===== config.mk =====
export PLATFORM = sky130hd
export DESIGN_NAME = pn_code_gen
export DESIGN_NICKNAME = d
export VERILOG_FILES = /design/src/rtl/pn_pkg.sv /design/src/rtl/lfsr_step.sv /design/src/rtl/pn_code_gen.sv
export SDC_FILE = /design/constraint.sdc
export NUM_CORES = 1
export LEC_CHECK = 0
export ABC_CLOCK_PERIOD_IN_PS = 2000
export BUFFER_PORTS_ARGS = -buffer_cell sky130_fd_sc_hd__buf_2
export CAP_MARGIN = 30
export CORE_MARGIN = 2
export CORE_UTILIZATION = 55
export CTS_CLUSTER_SIZE = 28
export DETAILED_ROUTE_END_ITERATION = 10
export PLACE_DENSITY = 0.83
export SYNTH_ARGS = -nofsm -noshare
export SYNTH_HDL_FRONTEND = slang
export SYNTH_HIERARCHICAL = 1
export SYNTH_SLANG_ARGS = --single-unit

===== constraint.sdc =====
create_clock -name clk -period 2 [get_ports clk]
set_input_delay 0.1 -clock clk [delete_from_list [all_inputs] [get_ports clk]]
set_output_delay 0.1 -clock clk [all_outputs]
set_load 0.03 [all_outputs]

===== src/rtl/pn_pkg.sv =====
// Shared constants for the PN code generator: maximal-length Fibonacci tap masks
// and seeds for register lengths 3..10, plus sequence-period helpers.
package pn_pkg;

  localparam int unsigned PN_MIN_LEN = 3;
  localparam int unsigned PN_MAX_LEN = 10;

  // Bit i set means state[i] joins the feedback parity (x^LEN + sum x^i, primitive).
  localparam logic [PN_MAX_LEN-1:0] PN_TAPS_3  = 10'h003;
  localparam logic [PN_MAX_LEN-1:0] PN_TAPS_4  = 10'h003;
  localparam logic [PN_MAX_LEN-1:0] PN_TAPS_5  = 10'h005;
  localparam logic [PN_MAX_LEN-1:0] PN_TAPS_6  = 10'h003;
  localparam logic [PN_MAX_LEN-1:0] PN_TAPS_7  = 10'h003;
  localparam logic [PN_MAX_LEN-1:0] PN_TAPS_8  = 10'h01D;
  localparam logic [PN_MAX_LEN-1:0] PN_TAPS_9  = 10'h011;
  localparam logic [PN_MAX_LEN-1:0] PN_TAPS_10 = 10'h009;

  localparam logic [PN_MAX_LEN-1:0] PN_SEED_DEFAULT = 10'h001;

  function automatic bit pn_len_ok(input int unsigned len);
    return (len >= PN_MIN_LEN) && (len <= PN_MAX_LEN);
  endfunction

  function automatic logic [PN_MAX_LEN-1:0] pn_default_taps(input int unsigned len);
    case (len)
      3:       return PN_TAPS_3;
      4:       return PN_TAPS_4;
      5:       return PN_TAPS_5;
      6:       return PN_TAPS_6;
      7:       return PN_TAPS_7;
      8:       return PN_TAPS_8;
      9:       return PN_TAPS_9;
      10:      return PN_TAPS_10;
      default: return '0;
    endcase
  endfunction

  function automatic logic [PN_MAX_LEN-1:0] pn_default_seed(input int unsigned len);
    return pn_len_ok(len) ? PN_SEED_DEFAULT : '0;
  endfunction

  // Sequence period in chips for a maximal-length register of the given length.
  function automatic int unsigned pn_period(input int unsigned len);
    return (32'd1 << len) - 32'd1;
  endfunction

endpackage


===== src/rtl/lfsr_step.sv =====
// Registered Fibonacci LFSR: shifts right with the tap parity entering the MSB.
// load_i reloads SEED and wins over step_i; hold_i suppresses a requested step.
module lfsr_step
  import pn_pkg::*;
#(
  parameter int unsigned    LEN  = 7,
  parameter logic [LEN-1:0] TAPS = LEN'(3),
  parameter logic [LEN-1:0] SEED = LEN'(1)
) (
  input  logic           clk,
  input  logic           rst,
  input  logic           step_i,
  input  logic           hold_i,
  input  logic           load_i,
  output logic [LEN-1:0] nxt_o
);

  logic [LEN-1:0] state_q;
  logic [LEN-1:0] state_d;
  logic           feedback;

  always_comb begin
    feedback = ^(state_q & TAPS);
    state_d  = state_q;
    if (load_i) begin
      state_d = SEED;
    end else if (step_i && !hold_i) begin
      state_d = {feedback, state_q[LEN-1:1]};
    end
  end

  always_ff @(posedge clk) begin
    if (rst) begin
      state_q <= SEED;
    end else begin
      state_q <= state_d;
    end
  end

  // Next state is exported so the owner can register derived outputs in step.
  assign nxt_o = state_d;

endmodule


===== src/rtl/pn_code_gen.sv =====
// Local PN spreading code with chip/epoch/dump strobes and a one-chip slip handshake.
// Define PN_CODE_GEN_GOLD_EN to XOR a second lockstep LFSR into code (Gold code).
module pn_code_gen
  import pn_pkg::*;
#(
  parameter int unsigned         LFSR_LEN        = 7,
  parameter logic [LFSR_LEN-1:0] TAPS            = 7'b0000011,
  parameter logic [LFSR_LEN-1:0] SEED            = 7'b0000001,
`ifdef PN_CODE_GEN_GOLD_EN
  parameter logic [LFSR_LEN-1:0] TAPS2           = 7'b0001001,
  parameter logic [LFSR_LEN-1:0] SEED2           = 7'b0000001,
`endif
  parameter int unsigned         CHIP_DIV        = 4,
  parameter int unsigned         EPOCHS_PER_DUMP = 1
) (
  input  logic                clk,
  input  logic                rst,
  input  logic                en,
  input  logic                slip_req,
  output logic                slip_ack,
  output logic                code,
  output logic                chip_stb,
  output logic                epoch,
  output logic                dump,
  output logic [LFSR_LEN-1:0] chip_idx
);

  localparam int unsigned         PERIOD   = pn_period(LFSR_LEN);
  localparam logic [LFSR_LEN-1:0] LAST_IDX = LFSR_LEN'(PERIOD - 1);
  localparam logic [LFSR_LEN-1:0] SEED_EFF = (SEED == '0) ? LFSR_LEN'(1) : SEED;
`ifdef PN_CODE_GEN_GOLD_EN
  localparam logic [LFSR_LEN-1:0] SEED2_EFF = (SEED2 == '0) ? LFSR_LEN'(1) : SEED2;
  localparam logic                CODE_RST  = SEED_EFF[0] ^ SEED2_EFF[0];
`else
  localparam logic                CODE_RST  = SEED_EFF[0];
`endif

  localparam int unsigned      DIV_W    = (CHIP_DIV > 1) ? $clog2(CHIP_DIV) : 1;
  localparam logic [DIV_W-1:0] DIV_LAST = DIV_W'(CHIP_DIV - 1);
  localparam int unsigned      EP_W     = (EPOCHS_PER_DUMP > 1) ? $clog2(EPOCHS_PER_DUMP) : 1;
  localparam logic [EP_W-1:0]  EP_LAST  = EP_W'(EPOCHS_PER_DUMP - 1);

  logic [DIV_W-1:0]    div_cnt_q,      div_cnt_d;
  logic [LFSR_LEN-1:0] chip_idx_q,     chip_idx_d;
  logic [EP_W-1:0]     epoch_cnt_q,    epoch_cnt_d;
  logic                slip_pending_q, slip_pending_d;
  logic                slip_armed_q,   slip_armed_d;
  logic                code_q,         code_d;
  logic                chip_stb_q,     chip_stb_d;
  logic                epoch_q,        epoch_d;
  logic                dump_q,         dump_d;
  logic                slip_ack_q,     slip_ack_d;

  logic                last_div;
  logic                boundary;
  logic                slip_now;
  logic                advance;
  logic                wrap;
  logic                last_epoch;
  logic [LFSR_LEN-1:0] lfsr_nxt;

  // A request arriving in the chip_stb cycle itself is honoured at that same boundary.
  always_comb begin
    last_div   = (div_cnt_q == DIV_LAST);
    boundary   = en && last_div;
    slip_now   = boundary && (slip_pending_q || (slip_req && slip_armed_q));
    advance    = boundary && !slip_now;
    wrap       = advance && (chip_idx_q == LAST_IDX);
    last_epoch = (epoch_cnt_q == EP_LAST);
  end

  always_comb begin
    div_cnt_d   = div_cnt_q;
    chip_idx_d  = chip_idx_q;
    epoch_cnt_d = epoch_cnt_q;
    if (en) begin
      div_cnt_d = last_div ? '0 : div_cnt_q + DIV_W'(1);
    end
    if (advance) begin
      chip_idx_d = wrap ? '0 : chip_idx_q + LFSR_LEN'(1);
    end
    if (wrap) begin
      epoch_cnt_d = last_epoch ? '0 : epoch_cnt_q + EP_W'(1);
    end
  end

  // Re-arming needs slip_req seen low, so a held request yields a single slip.
  always_comb begin
    slip_pending_d = slip_pending_q;
    slip_armed_d   = slip_armed_q;
    if (en) begin
      slip_armed_d = !slip_req;
      if (slip_now) begin
        slip_pending_d = 1'b0;
      end else if (slip_req && slip_armed_q) begin
        slip_pending_d = 1'b1;
      end
    end
  end

  always_comb begin
    chip_stb_d = en && (div_cnt_d == DIV_LAST);
    epoch_d    = wrap;
    dump_d     = wrap && last_epoch;
    slip_ack_d = slip_now;
  end

  lfsr_step #(
    .LEN  (LFSR_LEN),
    .TAPS (TAPS),
    .SEED (SEED_EFF)
  ) u_lfsr (
    .clk    (clk),
    .rst    (rst),
    .step_i (boundary),
    .hold_i (slip_now),
    .load_i (wrap),
    .nxt_o  (lfsr_nxt)
  );

`ifdef PN_CODE_GEN_GOLD_EN
  logic [LFSR_LEN-1:0] lfsr2_nxt;

  lfsr_step #(
    .LEN  (LFSR_LEN),
    .TAPS (TAPS2),
    .SEED (SEED2_EFF)
  ) u_lfsr2 (
    .clk    (clk),
    .rst    (rst),
    .step_i (boundary),
    .hold_i (slip_now),
    .load_i (wrap),
    .nxt_o  (lfsr2_nxt)
  );

  always_comb begin
    code_d = lfsr_nxt[0] ^ lfsr2_nxt[0];
  end
`else
  always_comb begin
    code_d = lfsr_nxt[0];
  end
`endif

  always_ff @(posedge clk) begin
    if (rst) begin
      div_cnt_q      <= '0;
      chip_idx_q     <= '0;
      epoch_cnt_q    <= '0;
      slip_pending_q <= 1'b0;
      slip_armed_q   <= 1'b1;
      code_q         <= CODE_RST;
      chip_stb_q     <= 1'b0;
      epoch_q        <= 1'b0;
      dump_q         <= 1'b0;
      slip_ack_q     <= 1'b0;
    end else begin
      div_cnt_q      <= div_cnt_d;
      chip_idx_q     <= chip_idx_d;
      epoch_cnt_q    <= epoch_cnt_d;
      slip_pending_q <= slip_pending_d;
      slip_armed_q   <= slip_armed_d;
      code_q         <= code_d;
      chip_stb_q     <= chip_stb_d;
      epoch_q        <= epoch_d;
      dump_q         <= dump_d;
      slip_ack_q     <= slip_ack_d;
    end
  end

  assign slip_ack = slip_ack_q;
  assign code     = code_q;
  assign chip_stb = chip_stb_q;
  assign epoch    = epoch_q;
  assign dump     = dump_q;
  assign chip_idx = chip_idx_q;

endmodule


## After elaboration in Yosys (flattened, before gate mapping)

Index checks and enable logic that the tools add are counted.
W data, S select, Z words.

| word-level totals | value |
|---|---|
| register bits after elaboration | 23 |
| latch bits | 0 |
| memory bits (writable) | 0 |
| memory bits (read-only) | 0 |
| output and inout bits | 12 |
| logic and storage cells | 38 |
| memories kept | 0 |

| operators by class | value |
|---|---|
| add/sub/neg operators | 3 |
| $mul | 0 |
| div/mod/pow operators | 0 |
| order comparisons | 0 |
| equal/unequal tests | 3 |
| shift operators | 0 |
| muxes and demuxes | 6 |
| bitwise gates (word level) | 1 |
| reduce and logical (&&, ||, !) cells | 14 |

Operators with widths:

| operator | count |
|---|---|
| $add A7 B1 Y7 const B | 1 |
| $eq A7 B7 Y1 const B | 1 |
| $logic_and A1 B1 Y1 | 7 |
| $mux W7 | 1 |
| $reduce_xor A7 Y1 | 1 |
| $eq A2 B2 Y1 const B | 2 |
| $mux W2 | 2 |
| $mux W1 | 3 |
| $add A2 B1 Y2 const B | 1 |
| $logic_not A1 Y1 | 2 |
| $reduce_and A2 Y1 | 1 |
| $reduce_bool A2 Y1 | 1 |
| $reduce_or A2 Y1 | 1 |
| $add A1 B1 Y1 const B | 1 |
| $logic_or A1 B1 Y1 | 1 |
| $not A1 Y1 | 1 |

## Longest topological paths before layout

Gate-level depths: netlist of the first run.

| logic depth | value |
|---|---|
| depth in word-level cells | 7 |
| depth in mapped cells | 9 |
| depth with buffers taken out | 7 |

## By module

The synthesis of the first run kept the hierarchy.

By module, submodules not included:

| module | times used | cells each | area each (µm²) | sequential area each (µm²) |
|---|---|---|---|---|
| pn_code_gen | 1 | 80 | 754.5 | 300.3 |
| lfsr_step | 1 | 36 | 339.1 | 140.1 |

## Worst setup path after synthesis of the first run

No wires, ideal clock.

| path | value |
|---|---|
| kind | register -> register |
| from | register chip_idx_q[0], in the netlist chip_idx[0] |
| to | register u_lfsr.state_q[6] |
| library setup time | 0.073 ns |
| arrival | 1.657 ns |
| slack | 0.270 ns |
| cell stages (with the launch flop) | 9 |
| clock period less this slack | 1.730 ns |
| path through | dfxtp_1 inv_1 ha_1 nand4_4 nor2_1 buf_6 or2_1 buf_6 nor3_2 |

| between the ends | value |
|---|---|
| cells in the longest elaborated chain, start to end | 3 |

RTL lines:

| what | RTL line | RTL |
|---|---|---|
| start, declared | pn_code_gen.sv:44 | `logic [LFSR_LEN-1:0] chip_idx_q, chip_idx_d;` |
| start signal, assigned | pn_code_gen.sv:160 | `chip_idx_q <= chip_idx_d;` |
| $eq A7 B7 Y1 | pn_code_gen.sv:68 | `wrap = advance && (chip_idx_q == LAST_IDX);` |
| $logic_and A1 B1 Y1 | pn_code_gen.sv:68 |  |
| $reduce_or A2 Y1 (no source line) | n/a |  |
| end signal, assigned | lfsr_step.sv:36 | `state_q <= state_d;` |
| end, declared | lfsr_step.sv:18 | `logic [LEN-1:0] state_q;` |

Every way passes these cells.
A chain may end at the register's enable or synchronous reset.

## Worst setup path after layout of the first run

| path | value |
|---|---|
| from | register div_cnt_q[0] |
| to | register code_q, in the netlist code |

| between the ends | value |
|---|---|
| cells in the longest elaborated chain, start to end | 7 |

RTL lines:

| what | RTL line | RTL |
|---|---|---|
| start, declared | pn_code_gen.sv:43 | `logic [DIV_W-1:0] div_cnt_q, div_cnt_d;` |
| start signal, assigned | pn_code_gen.sv:159 | `div_cnt_q <= div_cnt_d;` |
| $eq A2 B2 Y1 * | pn_code_gen.sv:64 | `last_div = (div_cnt_q == DIV_LAST);` |
| $logic_and A1 B1 Y1 * | pn_code_gen.sv:65 | `boundary = en && last_div;` |
| $logic_and A1 B1 Y1 * | pn_code_gen.sv:66 | `slip_now = boundary && (slip_pending_q \|\| (slip_req && slip_armed_q));` |
| named net slip_ack_d | pn_code_gen.sv:52 | `logic slip_ack_q, slip_ack_d;` |
| $logic_not A1 Y1 * | lfsr_step.sv:27, pn_code_gen.sv:67 |  |
| $logic_and A1 B1 Y1 * | lfsr_step.sv:27, pn_code_gen.sv:67 |  |
| $logic_and A1 B1 Y1 | pn_code_gen.sv:68 |  |
| $reduce_or A2 Y1 (no source line) | n/a |  |
| end signal, assigned | pn_code_gen.sv:164 | `code_q <= code_d;` |
| end, declared | pn_code_gen.sv:48 | `logic code_q, code_d;` |

Mark *: on every way through the listed nets, which the timed path passes. The rest lies on a longest branch.

==> metrics.txt, run 1 <==
status=finished clean; routability congestion estimate from global placement=0.816; design area=1140 µm²; Fillers=158; Initial DRC Count=4; CTS resizes=0; antenna violations before repair=0; Num CTS Buffers=3; Slew HR=78.2%; crit start category=register; worst slack, placed=0.438 ns; # H-tree levels=1; die height=48.1 µm; Area growth syn-to-layout=6.32%; reg-to-reg startpoint=div_cnt_q[0]; hold path depth=4; Post-CTS Setup Bufs=0; share of cells above drive strength 1=30.3%; Reg area=440 µm²; most common cell after layout, fill and taps aside=dfxtp_1; clk_lat worst skew=0.29 ns; final period utilization=78.1%; CTS tree=built; Worst R2R Path Depth=7; Reg-to-Reg End=code; Fin. Hold Viols=0; IO buf count=15; Max VDD drop=0.386 mV; final wirelength=1710 µm; yosys warns=6; final-stage net count=131; Most common cell on crit path=nand2b_1; Tot GR Track Use=17.6%; RSZ-0062 raised after global routing=no; setup violators final=0; total global routing overflow=0; DR WL/cell=11.6 µm; Clock Tree Root=clkbuf_4; DIE AREA=2310 µm²; critical path arrival=1.75 ns; pin count of the biggest net entering global routing=17; routed vias/inst=5.12; worst hold path type=in -> reg; Met3 Wirelength=46 µm; placed cell area=1110 µm²; WP data required=2.18 ns; core area=1780 µm²; Final min period=1.56 ns; effective utilization at floorplan=60.0%; CP max FO=3; FF-to-FF setup slack=0.44 ns; Net Count, Synth=117; hold slack final=0.132 ns; Clock transition at path regs=0.10 ns; Post-Route M1 WL=790 µm; P_leak=0.528 nW; multi-input logic area=536 µm²; Power Dens Cells=598 nW/µm²; Residual DRC=0; Hold Path End=slip_armed_q; Die X=48.1 µm; Post-Syn Area=1070 µm²; Routed Antenna Nets=0; Fmax achieved=640 MHz; ports placed on the boundary=16; endpoint class of the critical path=register; clk sinks=22; highest metal used=met4; CP cell instances=ha_1 > nand2_4 > nor2_1 > nand2b_1 > mux2i_1 > nand2b_1 > or2_2; Worst Clk Skew=0.00233 ns; Initial DRT Pass Iterations=4; Syn Inst Count=110; Slowest cell on crit path=dfxtp_1; DPL Wire Length=1270 µm; row count=15; post-route setup TNS=0 ns; Max-Cap Viols=0; WS Path Type=reg -> reg; vias=753; vias in the first global route=686; power consumption=0.680 mW; Max clock buf depth=2; setup ws final=0.439 ns; hold path start=slip_req; antenna fix cells=0; worst slew pin tran=0.326 ns; Critical Path Max Stage Delay=0.36 ns; most frequent cells in the layout=22 x dfxtp_1, 15 x buf_2, 14 x nor2_1, 8 x mux2i_1, 7 x nand2_1; WL met2=849 µm; Slew Viols, Final=0; Hold Buf Count CTS=0; first-pass GRT wire length=2840 µm; Mean Syn Cell Area=9.73 µm²
## critical path: cells and delay by family (launching register included)
family | cells | cell delay, ns
flops | 1 | 0.36
simple gates | 5 | 0.64
fa+ha+maj | 1 | 0.22
mux | 1 | 0.23
## worst max path at each step
stage	from	end	slack (ns)
after global routing	div_cnt_q[0]	code	0.26
final	div_cnt_q[0]	code	0.44
after global placement	div_cnt_q[0]	code	0.50
after floorplan	chip_idx[0]	u_lfsr/state_q[6]	0.29
after detailed placement	div_cnt_q[0]	code	0.44
after CTS	div_cnt_q[0]	code	0.43
## state kept, by name, indices dropped and copies added, names as in the netlist
| register | cells |
|---|---|
| slip_pending_q | 1 |
| chip_idx | 7 |
| u_lfsr/state_q | 7 |
| div_cnt_q | 2 |
| slip_ack | 1 |
| chip_stb | 1 |
| code | 1 |
| epoch | 1 |
| slip_armed_q | 1 |
## per-layer routing
metal / GRT usage, % / vias to the layer above
met3: 3.33 / 2
met1: 21.2 / 340
li1: - / 402
met4: 8.11 / 0
met2: 30.1 / 9
met5: 0 / -
## report_power, final
group / leakage, nW / internal [mW] / switching (mW) / total (mW)
registers: 0.178 / 0.446 / 0.00547 / 0.452
logic: 0.336 / 0.0173 / 0.0287 / 0.0460
clock network: 0.0138 / 0.0699 / 0.112 / 0.182
total: 0.528 / 0.534 / 0.147 / 0.680
## per-stage QoR
| stage | instances | utilization, % |
|---|---|---|
| finish | 147 | 63.8 |
| global route | 147 | 63.8 |
| CTS | 147 | 63.8 |
| detailed placement | 144 | 62.5 |
| global placement | 144 | 62.5 |
| floorplan | 110 | - |
## area by class of cell
| cell class | count | share of cell area (%) |
|---|---|---|
| Sequential cell | 22 | 38.7 |
| Inverter | 6 | 2.20 |
| Tap cell | 25 | 2.75 |
| Timing Repair Buffer | 16 | 7.26 |
| Clock buffer | 3 | 1.98 |
| Multi-Input combinational cell | 75 | 47.1 |
(Power assumes the default switching activity.)
==> run 2: changes to the inputs <==
--- a/config.mk
+++ b/config.mk
@@ -5,14 +5,14 @@
 export SDC_FILE = /design/constraint.sdc
 export NUM_CORES = 1
 export LEC_CHECK = 0
-export ABC_CLOCK_PERIOD_IN_PS = 2000
+export ABC_CLOCK_PERIOD_IN_PS = 1400
 export BUFFER_PORTS_ARGS = -buffer_cell sky130_fd_sc_hd__buf_2
 export CAP_MARGIN = 30
 export CORE_MARGIN = 2
-export CORE_UTILIZATION = 55
+export CORE_UTILIZATION = 49
 export CTS_CLUSTER_SIZE = 28
 export DETAILED_ROUTE_END_ITERATION = 10
-export PLACE_DENSITY = 0.83
+export PLACE_DENSITY = 0.79
 export SYNTH_ARGS = -nofsm -noshare
 export SYNTH_HDL_FRONTEND = slang
 export SYNTH_HIERARCHICAL = 1
==> constraint.sdc (replaced) <==
create_clock -name clk -period 1.4 [get_ports clk]
set_input_delay 0.07 -clock clk [delete_from_list [all_inputs] [get_ports clk]]
set_output_delay 0.07 -clock clk [all_outputs]
set_load 0.03 [all_outputs]
==> run 2 against run 1 <==
  * The run now ends with setup timing left
  * Wire length grew 11%
  * Hold slack lost 0.071 ns
  * Combinational power grew 78%
  * Final cell count grew 4.8%
  * Clock skew shrank 0.0011 ns
  * Sequential power grew 42%
  * First-iteration DRC count grew to 4.3 times the previous value
  * Cell area grew 11%
  * Sequential cell count is the same
  * Register-to-register slack lost 0.44 ns
  * Critical path type unchanged
  * Critical endpoint unchanged
  * Largest cell class unchanged
  * Highest routed layer unchanged
==> metrics.txt, run 2 (same netlist as run 1, synthesis figures left out) <==
status=complete, but fails checks; failing checks=setup timing; Tot GR Track Use=16.8% (-0.79 points); Residual DRC=0 (unchanged); first-pass GRT wire length=3280 µm (+16%); final core utilization=63.0% (-0.79 points); hold path depth=4 (unchanged); setup violators final=1 (+1); multi-input logic area=583 µm² (+8.9%); DPL Wire Length=1430 µm (+12%); Area growth syn-to-layout=17.9%; Slew Viols, Final=0 (unchanged); crit start category=register; post-route setup TNS=-0.00447 ns (-0.00447 ns); P_leak=0.563 nW (+6.5%); worst slew pin tran=0.329 ns (+0.00236 ns); CP max FO=3 (unchanged); clk sinks=22 (unchanged); row count=16 (+1); Hold Buf Count CTS=0 (unchanged); Max VDD drop=0.692 mV (+79%); Max-Cap Viols=0 (unchanged); DR WL/cell=12.3 µm (+6.2%); Fillers=171 (+8.2%); share of cells above drive strength 1=45.7% (+15 points); Initial DRC Count=17 (+13); Routed Antenna Nets=0 (unchanged); core area=2000 µm² (+12%); Power Dens Cells=903 nW/µm² (+51%); clk_lat worst skew=0.31 ns (+0.02 ns); vias in the first global route=756 (+10%); die height=50.7 µm (+5.5%); routed vias/inst=5.21 (+1.7%); total global routing overflow=0 (unchanged); endpoint class of the critical path=register; Reg area=459 µm² (+4.3%); Fin. Hold Viols=0 (unchanged); Die X=50.7 µm (+5.5%); Clock Tree Root=clkbuf_4; effective utilization at floorplan=53.4% (-6.6 points); final period utilization=100% (+22 points); Num CTS Buffers=3 (unchanged); Slew HR=78.1% (-0.16 points); Worst R2R Path Depth=7 (unchanged); # H-tree levels=1 (unchanged); most frequent cells in the layout=15 x dfxtp_1, 15 x buf_2, 12 x nor2_1, 7 x mux2i_1, 7 x nand2_1; vias=802 (+6.5%); IO buf count=15 (unchanged); Final min period=1.40 ns (-0.157 ns); Fmax achieved=712 MHz (+11%); routability congestion estimate from global placement=0.892 (+9.3%); DIE AREA=2570 µm² (+11%); CTS tree=built; final-stage net count=135 (+3.1%); pin count of the biggest net entering global routing=17 (unchanged); RSZ-0062 raised after global routing=yes; setup ws final=-0.00447 ns (-0.443 ns); worst hold path type=in -> reg; WS Path Type=reg -> reg; antenna violations before repair=0 (unchanged); critical path arrival=1.63 ns (-0.12 ns); Worst Clk Skew=0.00122 ns (-0.00111 ns); WP data required=1.62 ns (-0.56 ns); final wirelength=1900 µm (+11%); Clock transition at path regs=0.12 ns (+0.02 ns); antenna fix cells=0 (unchanged); Max clock buf depth=2 (unchanged); Initial DRT Pass Iterations=4 (unchanged); ports placed on the boundary=16 (unchanged)
==> run 2: cell count changes in the layout (fill, tap and decap cells not counted), moves of 2 or more <==
cell / delta
buf_4: +4
dfxtp_1: -7
dfxtp_2: +3
dfxtp_4: +4
ha_1: -2
ha_4: +2
nor2_1: -2
nor2_2: +2
or2_4: +2
==> run 2: what timing repair did <==
| action | in CTS | in global routing |
|---|---|---|
| gates resized for setup | 2 | 3 |
| cloned | 0 | 0 |
| setup endpoints to repair | 1 | 6 |
| buffers inserted | 1 | 0 |
| pin swaps | 1 | 0 |
==> run 2: report_power, final <==
group	internal [mW]	total, mW	switching (mW)
combinational	0.0358	0.0817	0.0459
clock	0.218	0.416	0.198
sequential	0.631	0.641	0.00985
==> run 2: final timing paths <==
kind                      from           end  slack, ns
setup / recovery  div_cnt_q[0]          code     -0.004
hold / removal        slip_req  slip_armed_q       0.06
setup reg to reg  div_cnt_q[0]          code     -0.004
hold reg to reg    chip_idx[2]   chip_idx[2]       0.50
==> run 2: worst max-delay path, cell delays in order (launching register included) <==
cell	delay, ns
dfxtp_2	0.37
ha_4	0.15
nand2_4	0.06
nor2_2	0.08
nand2b_4	0.14
mux2i_2	0.23
nand2b_1	0.07
or2_4	0.21
==> run 2: cell type report <==
| type | instances | share of cell area, % |
|---|---|---|
| Sequential cell | 22 | 36.4 |
| Inverter | 6 | 1.98 |
| Timing Repair Buffer | 20 | 8.93 |
| Multi-Input combinational cell | 75 | 46.2 |
| Clock buffer | 4 | 3.77 |
| Tap cell | 27 | 2.68 |
==> run 2: layer usage <==
layer / vias to the layer above / track usage [%] / wire length [µm]
met2: 18 / 29.2 / 958
met5: - / 0 / 0
met3: 2 / 2.98 / 86
met1: 370 / 20.4 / 828
met4: 0 / 6.76 / 27
li1: 412 / - / -
==> run 2: through the flow <==
stage / worst slack [ns] / cell area [µm²] / hold WS, ns / power (mW) / instances
6_report: -0.00447 / 1260 / 0.0616 / 1.14 / 154
5_1_grt: -0.0787 / 1260 / 0.0821 / 1.19 / 154
4_1_cts: -0.0112 / 1250 / 0.0647 / 1.15 / 154
3_5_place_dp: -0.0322 / 1190 / 0.409 / 0.731 / 149
3_3_place_gp: 0.0452 / 1190 / 0.387 / 0.727 / 149
2_1_floorplan: -0.0337 / 1120 / 0.143 / 0.714 / 110
